`config.mk`:
```
export PLATFORM = sky130hd
export DESIGN_NAME = fill_rect_clip_engine
export DESIGN_NICKNAME = d
export VERILOG_FILES = /design/src/rtl/fill_rect_clip_engine.sv
export SDC_FILE = /design/constraint.sdc
export NUM_CORES = 1
export LEC_CHECK = 0
export ABC_AREA = 1
export BUFFER_PORTS_ARGS = -buffer_cell sky130_fd_sc_hd__buf_2
export CORE_MARGIN = 5
export CORE_UTILIZATION = 60
export CTS_CLUSTER_SIZE = 10
export DETAILED_ROUTE_END_ITERATION = 16
export GPL_ROUTABILITY_DRIVEN = 0
export GPL_TIMING_DRIVEN = 0
export HOLD_SLACK_MARGIN = 0.03
export PLACE_DENSITY = 0.79
export SKIP_CTS_REPAIR_TIMING = 1
export SLEW_MARGIN = 20
export SYNTH_ARGS = -nofsm -noshare
export SYNTH_HDL_FRONTEND = slang
export SYNTH_SLANG_ARGS = --single-unit
```
`constraint.sdc`:
```
create_clock -name clk -period 7.2 [get_ports clk]
set_clock_uncertainty 0.05 [all_clocks]
set_input_delay 1.08 -clock clk [delete_from_list [all_inputs] [get_ports clk]]
set_output_delay 1.08 -clock clk [all_outputs]
set_load 0.02 [all_outputs]
```
`src/rtl/fill_rect_clip_engine.sv`:
```
// fill_rect_clip_engine: collects a byte-serial fill command, clips it to the screen and
// emits packed, byte-masked framebuffer word writes one per arbiter handshake.
module fill_rect_clip_engine #(
    parameter int   DATA_W    = 32,
    parameter int   PIX_W     = 8,
    parameter int   ADDR_W    = 16,
    parameter int   SCREEN_W  = 160,
    parameter int   SCREEN_H  = 120,
    parameter int   BASE_ADDR = 0,
    parameter logic OP_WRITE  = 1'b1
) (
    input  logic                clk,
    input  logic                rst_,
    input  logic [7:0]          cmd_in_data,
    input  logic                cmd_in_rts,
    output logic                cmd_out_rtr,
    output logic [DATA_W-1:0]   arb_out_data,
    output logic [ADDR_W-1:0]   arb_out_addr,
    output logic [DATA_W/8-1:0] arb_out_wben,
    output logic                arb_out_op,
    output logic                arb_out_rts,
    input  logic                arb_in_rtr,
    output logic                busy,
    output logic                cmd_dropped
);
    localparam int PPW = DATA_W / PIX_W;
    localparam int NB  = DATA_W / 8;
    localparam int BPP = PIX_W / 8;
    localparam int CB  = 8 + BPP;
    localparam int CW  = $clog2(CB);
    localparam int WPR = SCREEN_W / PPW;

    typedef enum logic [1:0] {COLLECT, CLIP, EMIT} state_t;

    state_t           state, state_n;
    logic [CB*8-1:0]  cmd;
    logic [CW-1:0]    cnt;
    logic             live;
    logic [15:0]      xe, ye, row, col;
    logic [15:0]      x, y, w, h;
    logic [PIX_W-1:0] color;
    logic [16:0]      xe_raw, ye_raw;
    logic             drop, byte_xfer, arb_xfer, last_col, last_word, emit;

    // Command bytes shift in from the top, so byte 0 ends up in the low bits.
    assign x     = cmd[15:0];
    assign y     = cmd[31:16];
    assign w     = cmd[47:32];
    assign h     = cmd[63:48];
    assign color = cmd[64 +: PIX_W];

    assign xe_raw    = 17'(x) + 17'(w) - 17'd1;
    assign ye_raw    = 17'(y) + 17'(h) - 17'd1;
    assign drop      = (w == 16'd0) || (h == 16'd0) || (32'(x) >= 32'(SCREEN_W)) || (32'(y) >= 32'(SCREEN_H));
    assign byte_xfer = cmd_in_rts && cmd_out_rtr;
    assign arb_xfer  = arb_out_rts && arb_in_rtr;
    assign last_col  = col == 16'(32'(xe) / PPW);
    assign last_word = last_col && (row == ye);
    assign emit      = state == EMIT;
    assign busy      = (state != COLLECT) || (cnt != '0);
    assign arb_out_op = arb_out_rts ? OP_WRITE : 1'b0;

    always_ff @(posedge clk or posedge rst_) begin
        if (rst_) state <= COLLECT;
        else      state <= state_n;
    end

    always_comb begin
        state_n     = state;
        cmd_out_rtr = 1'b0;
        arb_out_rts = 1'b0;
        cmd_dropped = 1'b0;
        case (state)
            COLLECT: begin
                cmd_out_rtr = live;
                if (byte_xfer && cnt == CW'(CB - 1)) state_n = CLIP;
            end
            CLIP: begin
                cmd_dropped = drop;
                state_n     = drop ? COLLECT : EMIT;
            end
            EMIT: begin
                arb_out_rts = 1'b1;
                if (arb_xfer && last_word) state_n = COLLECT;
            end
            default: state_n = COLLECT;
        endcase
    end

    always_ff @(posedge clk or posedge rst_) begin
        if (rst_) begin
            live <= 1'b0;
            cmd  <= '0;
            cnt  <= '0;
            xe   <= '0;
            ye   <= '0;
            row  <= '0;
            col  <= '0;
        end else begin
            live <= 1'b1;
            if (byte_xfer) begin
                cmd <= {cmd_in_data, cmd[CB*8-1:8]};
                cnt <= (cnt == CW'(CB - 1)) ? '0 : cnt + 1'b1;
            end
            if (state == CLIP) begin
                xe  <= (xe_raw > 17'(SCREEN_W - 1)) ? 16'(SCREEN_W - 1) : xe_raw[15:0];
                ye  <= (ye_raw > 17'(SCREEN_H - 1)) ? 16'(SCREEN_H - 1) : ye_raw[15:0];
                row <= y;
                col <= 16'(32'(x) / PPW);
            end
            if (arb_xfer) begin
                row <= last_col ? row + 16'd1 : row;
                col <= last_col ? 16'(32'(x) / PPW) : col + 16'd1;
            end
        end
    end

    // Every lane carries the color; only lanes whose pixel lies in [x, xe] are enabled.
    always_comb begin
        for (int b = 0; b < NB; b++)
            arb_out_wben[b] = emit && (32'(col) * PPW + b / BPP >= 32'(x))
                                   && (32'(col) * PPW + b / BPP <= 32'(xe));
    end

    assign arb_out_data = emit ? {PPW{color}} : '0;
    assign arb_out_addr = emit ? ADDR_W'(32'(BASE_ADDR) + 32'(row) * WPR + 32'(col)) : '0;
endmodule

```
==> results_dict.tcl, run 1 <==
set metrics [dict create \
    drive_gt1_share_pct 11.4 \
    tightest_slew_ns 0.867 \
    cts_tree "done" \
    num_vias 11000 \
    yosysSeqAreaShare_pct 30.6 \
    syn_avg_cell_area_um2 7.13 \
    dieWidth_um 150 \
    max_freq_ghz 0.193 \
    yosys.area_share.simple_pct 25.7 \
    power_density_mw_per_mm2 161 \
    p_leak_nw 6.84 \
    layout_common_cells "nand2_1, inv_1, dfrtp_1" \
    synth_xor_area_share_pct 3.30 \
    grt_pass1_wl_mm 50.7 \
    rsz0062_at_grt "no" \
    wl_mm 30.7 \
    slew-limit-headroom_pct 42.2 \
    synth_top_family_by_area "simple AND/OR/NAND/NOR gates" \
    utilization_pct 67.6 \
    grt_pass1_vias 10600 \
    area_growth_syn_to_layout_pct 11.8 \
    clock-sinks 143 \
    ys_types 54 \
    yosysWarnings 0 \
    groute.usage.overall_pct 28.1 \
    cts_root_buf "clkbuf_16" \
    final_nets 1872 \
    worstHoldPathType "reg2reg" \
    required_ns 6.07 \
    boundaryPins 69 \
    diodes 0 \
    setup_tns_ns 0 \
    drt_first_iter_violations 952 \
    synth-compound-area-share_pct 12.5 \
    post_drt_wl_per_cell_um 15.3 \
    hold_violations 0 \
    cts.clk_slew.worst_paths_ns 0.06 \
    die_area_mm2 0.0224 \
    setup_viol 0 \
    worstPathArrival_ns 4.05 \
    drtAntennaViolNets 0 \
    viasPerCell 5.49 \
    synthAdderAreaFrac_pct 14.3 \
    synth_cells 1641 \
    end_kind "output pin" \
    crit_fanout 7 \
    outcome "complete, no violations" \
    drcViolationCount 0 \
    maxCapViolCount 0 \
    place.detailed.hpwl_mm 24.0 \
    period_minus_slack_ns 5.18 \
    dr.pass1.iters 6 \
    synth.net_count 1784 \
    syn_area_mm2 0.0117 \
    final_common_cell "nand2_1" \
    n_fill_cell 1647 \
    cts_buffers 17 \
    htreeDepth 4 \
    ys_ff_latch 143 \
    period_share_pct 72.0 \
    grt_max_degree 102 \
    start_util_pct 60.5 \
    die_h_um 150 \
    muxShareOfSynthArea_pct 0 \
    core_region_area_mm2 0.0193 \
    slew_viol_final 0 \
    portBuffers 68 \
    row_count 51 \
    clk_path_buf_depth 2 \
    clock_latency_ns 0.44 \
    grt_overflow 0 \
    grt_antenna_before_repair 0 \
    peakVddDrop_uv 165 \
    path_class "reg2out" \
    cp-start-kind "flop" \
]
## metal layers
metal  share of wire, %  vias to the layer above  GRT usage, %
li1                   -                     5409             -
met5                  0                        -             0
met4                3.6                        0          10.5
met3                6.3                       92          5.00
met2                 48                      401          46.9
met1                 42                     5117          36.6
## layout make-up
cell class	count	area, µm²	share of cell area [%]
buffer	59	355	2.72
clock buffer	19	443	3.39
clock inverter	13	233	1.78
inverter	325	1230	9.44
multi-input combinational	1114	6530	50.0
sequential	143	3580	27.4
tap	265	332	2.54
timing repair buffer	69	368	2.81
## flip-flops by register name, summed over array words and instances, names as in the netlist
signal and cells:
col 16, row 16, state 2, cmd 72, cnt 4, live 1
xe 16, ye 16
## final timing paths
path                       slack, ns                to     from  depth (start not counted)
hold / removal                  0.44           cmd[17]  cmd[17]                          2
setup reg to reg                4.16             ye[0]  cmd[17]                         18
setup / recovery                2.02  arb_out_addr[15]   row[1]                         21
hold reg to reg                 0.44           cmd[17]  cmd[17]                          2
min in group asynchronous       0.57           row[12]     rst_                          2
max in group asynchronous       5.74             xe[8]     rst_                          3
## report_power, final
group	switching, mW	internal (mW)	leakage [nW]
Combinational	0.162	0.0876	4.65
Clock	0.360	0.661	0.328
Sequential	0.0220	0.812	1.86
## cell families after synthesis
family / count (synthesis)
other: 1
and+or+nand+nor: 669
AOI/OAI and AO/OA: 269
buffers and inverters: 384
adders and majority gates: 131
xor gates and xnor gates: 44
DFF: 143
## critical path, stage by stage, from the launching register on
cell	delay, ns
dfrtp_1	0.50
ha_1	0.34
ha_1	0.20
inv_1	0.08
fa_1	0.40
o21ai_0	0.29
a21o_1	0.16
nand2_1	0.06
nand2_1	0.06
nand2_1	0.06
nand2_1	0.06
nand2_1	0.05
nand2_1	0.07
xor2_1	0.07
ha_1	0.34
nand4_1	0.14
nor3_1	0.15
nand2_1	0.08
o2111ai_1	0.10
o21ai_0	0.12
a21oi_1	0.11
buf_2	0.18
## cells in the mapped netlist (all sizes together)
cell type / instances / area share (%)
nand2: 366 / 12
inv: 324 / 10
nor2: 145 / 5.4
dfrtp: 143 / 31
o21ai: 135 / 5.8
ha: 127 / 14
a21oi: 92 / 4.0
nand3: 73 / 3.4
buf: 42 / 2.5
nand4: 36 / 2.1
xnor2: 23 / 1.7
nor3: 22 / 1.2
xor2: 21 / 1.6
clkbuf: 17 / 0.55
nor4: 10 / 0.59
o211ai: 10 / 0.64
nand3b: 6 / 0.39
a31oi: 5 / 0.27
and2: 5 / 0.27
a21o: 4 / 0.26
a22oi: 4 / 0.26
fa: 4 / 0.68
o21bai: 4 / 0.26
o22ai: 4 / 0.27
nor3b: 3 / 0.24
o221ai: 3 / 0.22
o31ai: 3 / 0.19
or2: 3 / 0.16
a21boi: 1 / 0.064
a41oi: 1 / 0.075
clkinv: 1 / 0.075
conb: 1 / 0.032
o2111ai: 1 / 0.075
o21a: 1 / 0.064
o41ai: 1 / 0.075
## metrics by stage
stage / area [µm²] / cells / hold WS, ns / setup slack (ns) / total power, mW
after CTS: 13100 / 2007 / 0.438 / 1.99 / 2.11
final: 13100 / 2007 / 0.435 / 2.02 / 2.10
after global routing: 13100 / 2007 / 0.461 / 1.75 / 2.17
after detailed placement: 12400 / 1975 / 0.423 / 2.45 / 1.09
after floorplan: 11700 / 1641 / 0.403 / 2.23 / 1.03
after global placement: 12400 / 1974 / 0.415 / 0.663 / 1.08
Note: power is estimated with default switching activity, not from simulation.
==> run 2, diff against run 1 <==
==> constraint.sdc (replaced) <==
create_clock -name clk -period 4.85 [get_ports clk]
set_clock_uncertainty 0.05 [all_clocks]
set_input_delay 0.7275 -clock clk [delete_from_list [all_inputs] [get_ports clk]]
set_output_delay 0.7275 -clock clk [all_outputs]
set_load 0.02 [all_outputs]
==> run 2 against run 1 <==
Compared with the run above:
- total power increased by 48%
- count of clock-buffer cells in the layout unchanged
- register-to-register slack worse by 2.4 ns
- routed wire length hardly changed
- hold slack worse by 0.21 ns
- worst setup slack worse by 1.7 ns
- global-route usage did not move
- largest power group unchanged
- highest routed layer unchanged
==> results_dict.tcl, run 2 (same netlist as run 1, synthesis figures left out) <==
set metrics [dict create \
    diodes 0 \
    required_ns 4.07 \
    grt_pass1_vias 10600 \
    viasPerCell 5.47 \
    clk_path_buf_depth 2 \
    period_share_pct 93.6 \
    groute.usage.overall_pct 28.1 \
    area_growth_syn_to_layout_pct 12.2 \
    n_fill_cell 1643 \
    regMostFlops "cmd" \
    period_minus_slack_ns 4.54 \
    layout_common_cells "nand2_1, inv_1, dfrtp_1" \
    layout.cells.non_filler 2012 \
    maxCapViolCount 0 \
    grt_overflow 0 \
    dr.pass1.iters 5 \
    slew_viol_final 0 \
    core_region_area_mm2 0.0193 \
    final-seq-area_mm2 0.00358 \
    p_leak_nw 6.86 \
    cpMaxStageDelayCell "dfrtp_1" \
    path_class "reg2out" \
    start_util_pct 60.5 \
    drive_gt1_share_pct 11.9 \
    power_density_mw_per_mm2 238 \
    setup_viol 0 \
    cp-start-kind "flop" \
    dieWidth_um 150 \
    cts.clk_slew.worst_paths_ns 0.06 \
    die_area_mm2 0.0224 \
    cts_buffers 17 \
    slew-limit-headroom_pct 44.2 \
    final_common_cell "nand2_1" \
    grt_antenna_before_repair 0 \
    wl_mm 30.7 \
    peakVddDrop_uv 242 \
    portBuffers 68 \
    slowest_delay_ns 0.48 \
    dp.cells 1975 \
    num_vias 11000 \
    worstHoldPathType "in2async" \
    r2r_start "cmd[17]" \
    cts_root_buf "clkbuf_16" \
    worst_slack_ns 0.311 \
    outcome "complete, no violations" \
    path_cells "ha_1, ha_1, a21oi_1, o21ai_0, a21oi_1, nor2_1, nor2_1, xor2_1, inv_1, ha_1, nand4_1, nor3_1, nand2_1, o2111ai_1, o21ai_0, a21oi_1, buf_2" \
    max_freq_ghz 0.220 \
    boundaryPins 69 \
    critPathLaunch "row[5]" \
    place.detailed.hpwl_mm 24.0 \
    dp_slack_ns 0.456 \
    final_nets 1877 \
    die_h_um 150 \
    drcViolationCount 0 \
    tightest_slew_ns 0.837 \
    rsz0062_at_grt "no" \
    crit_fanout 7 \
    grt_pass1_wl_mm 50.7 \
    post_drt_wl_per_cell_um 15.3 \
    end_kind "output pin" \
    row_count 51 \
    largest_register_ffs 72 \
    clock-sinks 143 \
    drtAntennaViolNets 0 \
    hold_violations 0 \
    cts_tree "done" \
    grt_max_degree 102 \
    clock_latency_ns 0.43 \
    worstPathArrival_ns 3.76 \
    htreeDepth 4 \
    multi_input_area_mm2 0.00654 \
    drt_first_iter_violations 1021 \
]
run 2: worst paths after layout:
| check | endpoint | slack [ns] | cells after the start |
|---|---|---|---|
| setup / recovery | arb_out_addr[15] | 0.31 | 17 |
| hold / removal | row[12] | 0.22 | 2 |
| setup reg to reg | ye[4] | 1.81 | 18 |
| hold reg to reg | cmd[17] | 0.43 | 2 |
| max in group asynchronous | row[0] | 3.73 | 3 |
| min in group clk | cmd[17] | 0.43 | 2 |
run 2: report_power, final:
group	total (mW)	leakage (nW)	internal, mW	switching (mW)
logic	0.372	4.68	0.132	0.240
clock network	1.51	0.328	0.982	0.532
registers	1.24	1.86	1.21	0.0324
total	3.12	6.86	2.32	0.804
run 2: layer usage:
metal	routed length, µm	track usage, %	share of wire, %	vias to the layer above
li1	-	-	-	5429
met1	13000	36.6	42	5093
met2	14700	46.9	48	401
met3	1970	5.00	6.4	90
met4	1100	10.5	3.6	0
met5	0	0	0	-
run 2: layout make-up:
type                       count  area share (%)
buffer                        59            2.71
clock buffer                  19            3.37
clock inverter                13            1.77
inverter                     325            9.41
multi-input combinational   1114            49.8
sequential                   143            27.3
tap                          265            2.53
timing repair buffer          74            3.09
run 2: stage by stage:
step,utilization [%],hold WS [ns],power (mW),cell area (µm²),TNS [ns]
floorplan,-,0.403,1.52,11700,0
global placement,64.0,0.415,1.61,12400,-188.97
detailed placement,64.1,0.423,1.62,12400,0
CTS,67.6,0.230,3.13,13100,-0.00577
global route,67.9,0.243,3.23,13100,0
finish,67.9,0.224,3.12,13100,0
run 2: worst max-delay path, delay by kind of cell (launching register included):
kind / cells / cell delay, ns
AOI/OAI and AO/OA: 6 / 0.91
xor gates and xnor gates: 1 / 0.15
adders and majority gates: 3 / 1.02
buffers and inverters: 2 / 0.24
DFF: 1 / 0.48
and+or+nand+nor: 5 / 0.54
==> run 3, diff against run 2 <==
--- a/config.mk
+++ b/config.mk
@@ -8,13 +8,13 @@
 export ABC_AREA = 1
 export BUFFER_PORTS_ARGS = -buffer_cell sky130_fd_sc_hd__buf_2
 export CORE_MARGIN = 5
-export CORE_UTILIZATION = 60
+export CORE_UTILIZATION = 45
+export CTS_BUF_LIST = sky130_fd_sc_hd__clkbuf_4 sky130_fd_sc_hd__clkbuf_8 sky130_fd_sc_hd__clkbuf_16
 export CTS_CLUSTER_SIZE = 10
 export DETAILED_ROUTE_END_ITERATION = 16
 export GPL_ROUTABILITY_DRIVEN = 0
 export GPL_TIMING_DRIVEN = 0
 export HOLD_SLACK_MARGIN = 0.03
-export PLACE_DENSITY = 0.79
 export SKIP_CTS_REPAIR_TIMING = 1
 export SLEW_MARGIN = 20
 export SYNTH_ARGS = -nofsm -noshare
==> run 3 against run 2 <==
Compared with the run above:
- non-clock buffer count is 2 lower
- global-route usage decreased by 6.4 points
- clock power barely moved
- flip-flop and latch count did not move
- combinational power is 2% lower
- routed wire length grew 2.3%
- hold slack improved by 0.022 ns
- design area grew 0.72%
- total power is 0.31% higher
- core utilization down 17 points
- die area is 31% higher
- cell count increased by 3.4%
- critical path type unchanged
- largest cell class unchanged
- largest power group unchanged
==> results_dict.tcl, run 3 (same netlist as run 1, synthesis figures left out) <==
set metrics [dict create \
    outcome "complete, no violations" \
    top_layer_used "met4" \
    grt_antenna_before_repair 0 \
    cts_root_buf "clkbuf_16" \
    diodes 0 \
    utilization_pct 51.2 \
    setup_tns_ns 0 \
    power_density_mw_per_mm2 237 \
    cts_tree "done" \
    p_comb_share_pct 11.7 \
    layout.cells.non_filler 2080 \
    start_util_pct 45.3 \
    wl_met3_mm 1.24 \
    end_kind "output pin" \
    cts.clk_slew.worst_paths_ns 0.07 \
    crit_buf_inv 2 \
    final_common_cell "nand2_1" \
    htreeDepth 4 \
    rsz0062_at_grt "no" \
    switching_share_pct 25.9 \
    path_cells "ha_1, ha_1, a21oi_2, o21ai_0, a21oi_1, nor2_1, nor2_1, xor2_1, inv_1, ha_1, nand4_1, nor3_1, nand2_1, o2111ai_1, o21ai_0, a21oi_1, buf_4" \
    seq_power_share_pct 39.6 \
    clkPwrFrac_pct 48.7 \
    die_h_um 171 \
    whs_ns 0.246 \
    final_nets 1875 \
    slew_viol_final 0 \
    maxCapViolCount 0 \
    crit_fanout 7 \
    dp.cells 2045 \
    tightest_slew_ns 0.915 \
    wl_mm 31.4 \
    setup_viol 0 \
    groute.usage.overall_pct 21.7 \
    area_growth_syn_to_layout_pct 13.0 \
    critPathTopFamily "adder cells" \
    core_region_area_mm2 0.0258 \
    power.switching_mw 0.811 \
    critPathMostFrequentCell "ha_1" \
    grt_overflow 0 \
    wl_met2_mm 14.8 \
    p_leak_nw 6.85 \
    reg2reg_slack_ns 1.85 \
    worstHoldPathType "in2async" \
    grt_max_degree 96 \
    die_area_mm2 0.0293 \
    post_drt_wl_per_cell_um 15.1 \
    intPower_mw 2.32 \
    period_share_pct 93.8 \
    row_count 59 \
    drtAntennaViolNets 0 \
    drt_first_iter_violations 751 \
    drcViolationCount 0 \
    drt-met1-wl_mm 14.8 \
    slew-limit-headroom_pct 39.0 \
    clock-sinks 143 \
    drive_gt1_share_pct 12.2 \
    cts_buffers 17 \
    peakVddDrop_uv 226 \
    r2r_cells 18 \
    grt_pass1_wl_mm 51.1 \
    r2r_start "cmd[17]" \
    num_vias 10600 \
    period_minus_slack_ns 4.55 \
    worstPathArrival_ns 3.77 \
    slowest_delay_ns 0.48 \
    hold_violations 0 \
    clk_path_buf_depth 2 \
    place.detailed.hpwl_mm 25.2 \
    cp-start-kind "flop" \
    max_freq_ghz 0.220 \
    dr.pass1.iters 6 \
    path_class "reg2out" \
    portBuffers 68 \
    cpMaxStageDelayCell "dfrtp_2" \
    dieWidth_um 171 \
    largest_register_ffs 72 \
    boundaryPins 69 \
    required_ns 4.07 \
    r2r_end "ye[1]" \
    grt_pass1_vias 9983 \
    clock_latency_ns 0.43 \
    layout_common_cells "nand2_1, inv_1, dfrtp_1" \
    regMostFlops "cmd" \
    viasPerCell 5.10 \
]
run 3: cell count changes in the layout (fill, tap and decap cells not counted), moves of 2 or more:
| cell | delta |
|---|---|
| a21oi_1 | -2 |
| dfrtp_1 | -3 |
| a21oi_2 | +2 |
| dfrtp_2 | +3 |
| clkinvlp_4 | +2 |
run 3: area by class of cell:
type                            count  area (µm²)
Buffer                             59         355
Clock buffer                       19         447
Clock inverter                     13         234
Fill cell                        2617       12600
Inverter                          325        1230
Multi-Input combinational cell   1114        6550
Sequential cell                   143        3590
Tap cell                          335         419
Timing Repair Buffer               72         393
run 3: metal layers:
layer | GRT usage [%] | vias to the layer above
met5 | 0 | -
met4 | 6.13 | 0
met3 | 2.83 | 43
met2 | 35.8 | 212
met1 | 30.0 | 4934
li1 | - | 5422
run 3: worst max-delay path by stage:
| stage | cells past startpoint | start | slack, ns | endpoint |
|---|---|---|---|---|
| global placement | 2 | rst_ | -1.61 | xe[7] |
| finish | 17 | row[5] | 0.30 | arb_out_addr[15] |
| global route | 21 | row[1] | 0.01 | arb_out_addr[15] |
| detailed placement | 21 | row[1] | 0.40 | arb_out_addr[15] |
| CTS | 21 | row[1] | -0.06 | arb_out_addr[15] |
| floorplan | 1 | rst_ | 0.23 | cmd[0] |
run 3: worst reg2reg max path: cells and delay by family (launching register included):
kind,cells,cell delay [ns]
flip-flops,1,0.38
adder cells (fa/ha/maj),3,0.86
AND/OR/NAND/NOR,10,1.06
buffers and inverters,4,0.41
AO/OA/AOI/OAI,1,0.11
run 3: power by group through the flow:
stage / sequential [mW] / clock [mW] / combinational (mW)
after global routing: 1.24 / 1.60 / 0.419
after global placement: 1.26 / 0 / 0.358
after CTS: 1.24 / 1.54 / 0.367
after detailed placement: 1.26 / 0 / 0.366
final: 1.24 / 1.53 / 0.366
after floorplan: 1.25 / 0 / 0.277
run 3: metrics by stage:
step                      cell area, µm²  setup slack [ns]  power, mW
after CTS                          13200           -0.0628       3.15
after global placement             12500             -1.61       1.62
after detailed placement           12500             0.399       1.63
after floorplan                    11700             0.235       1.52
final                              13200             0.302       3.13
after global routing               13200           0.00980       3.26
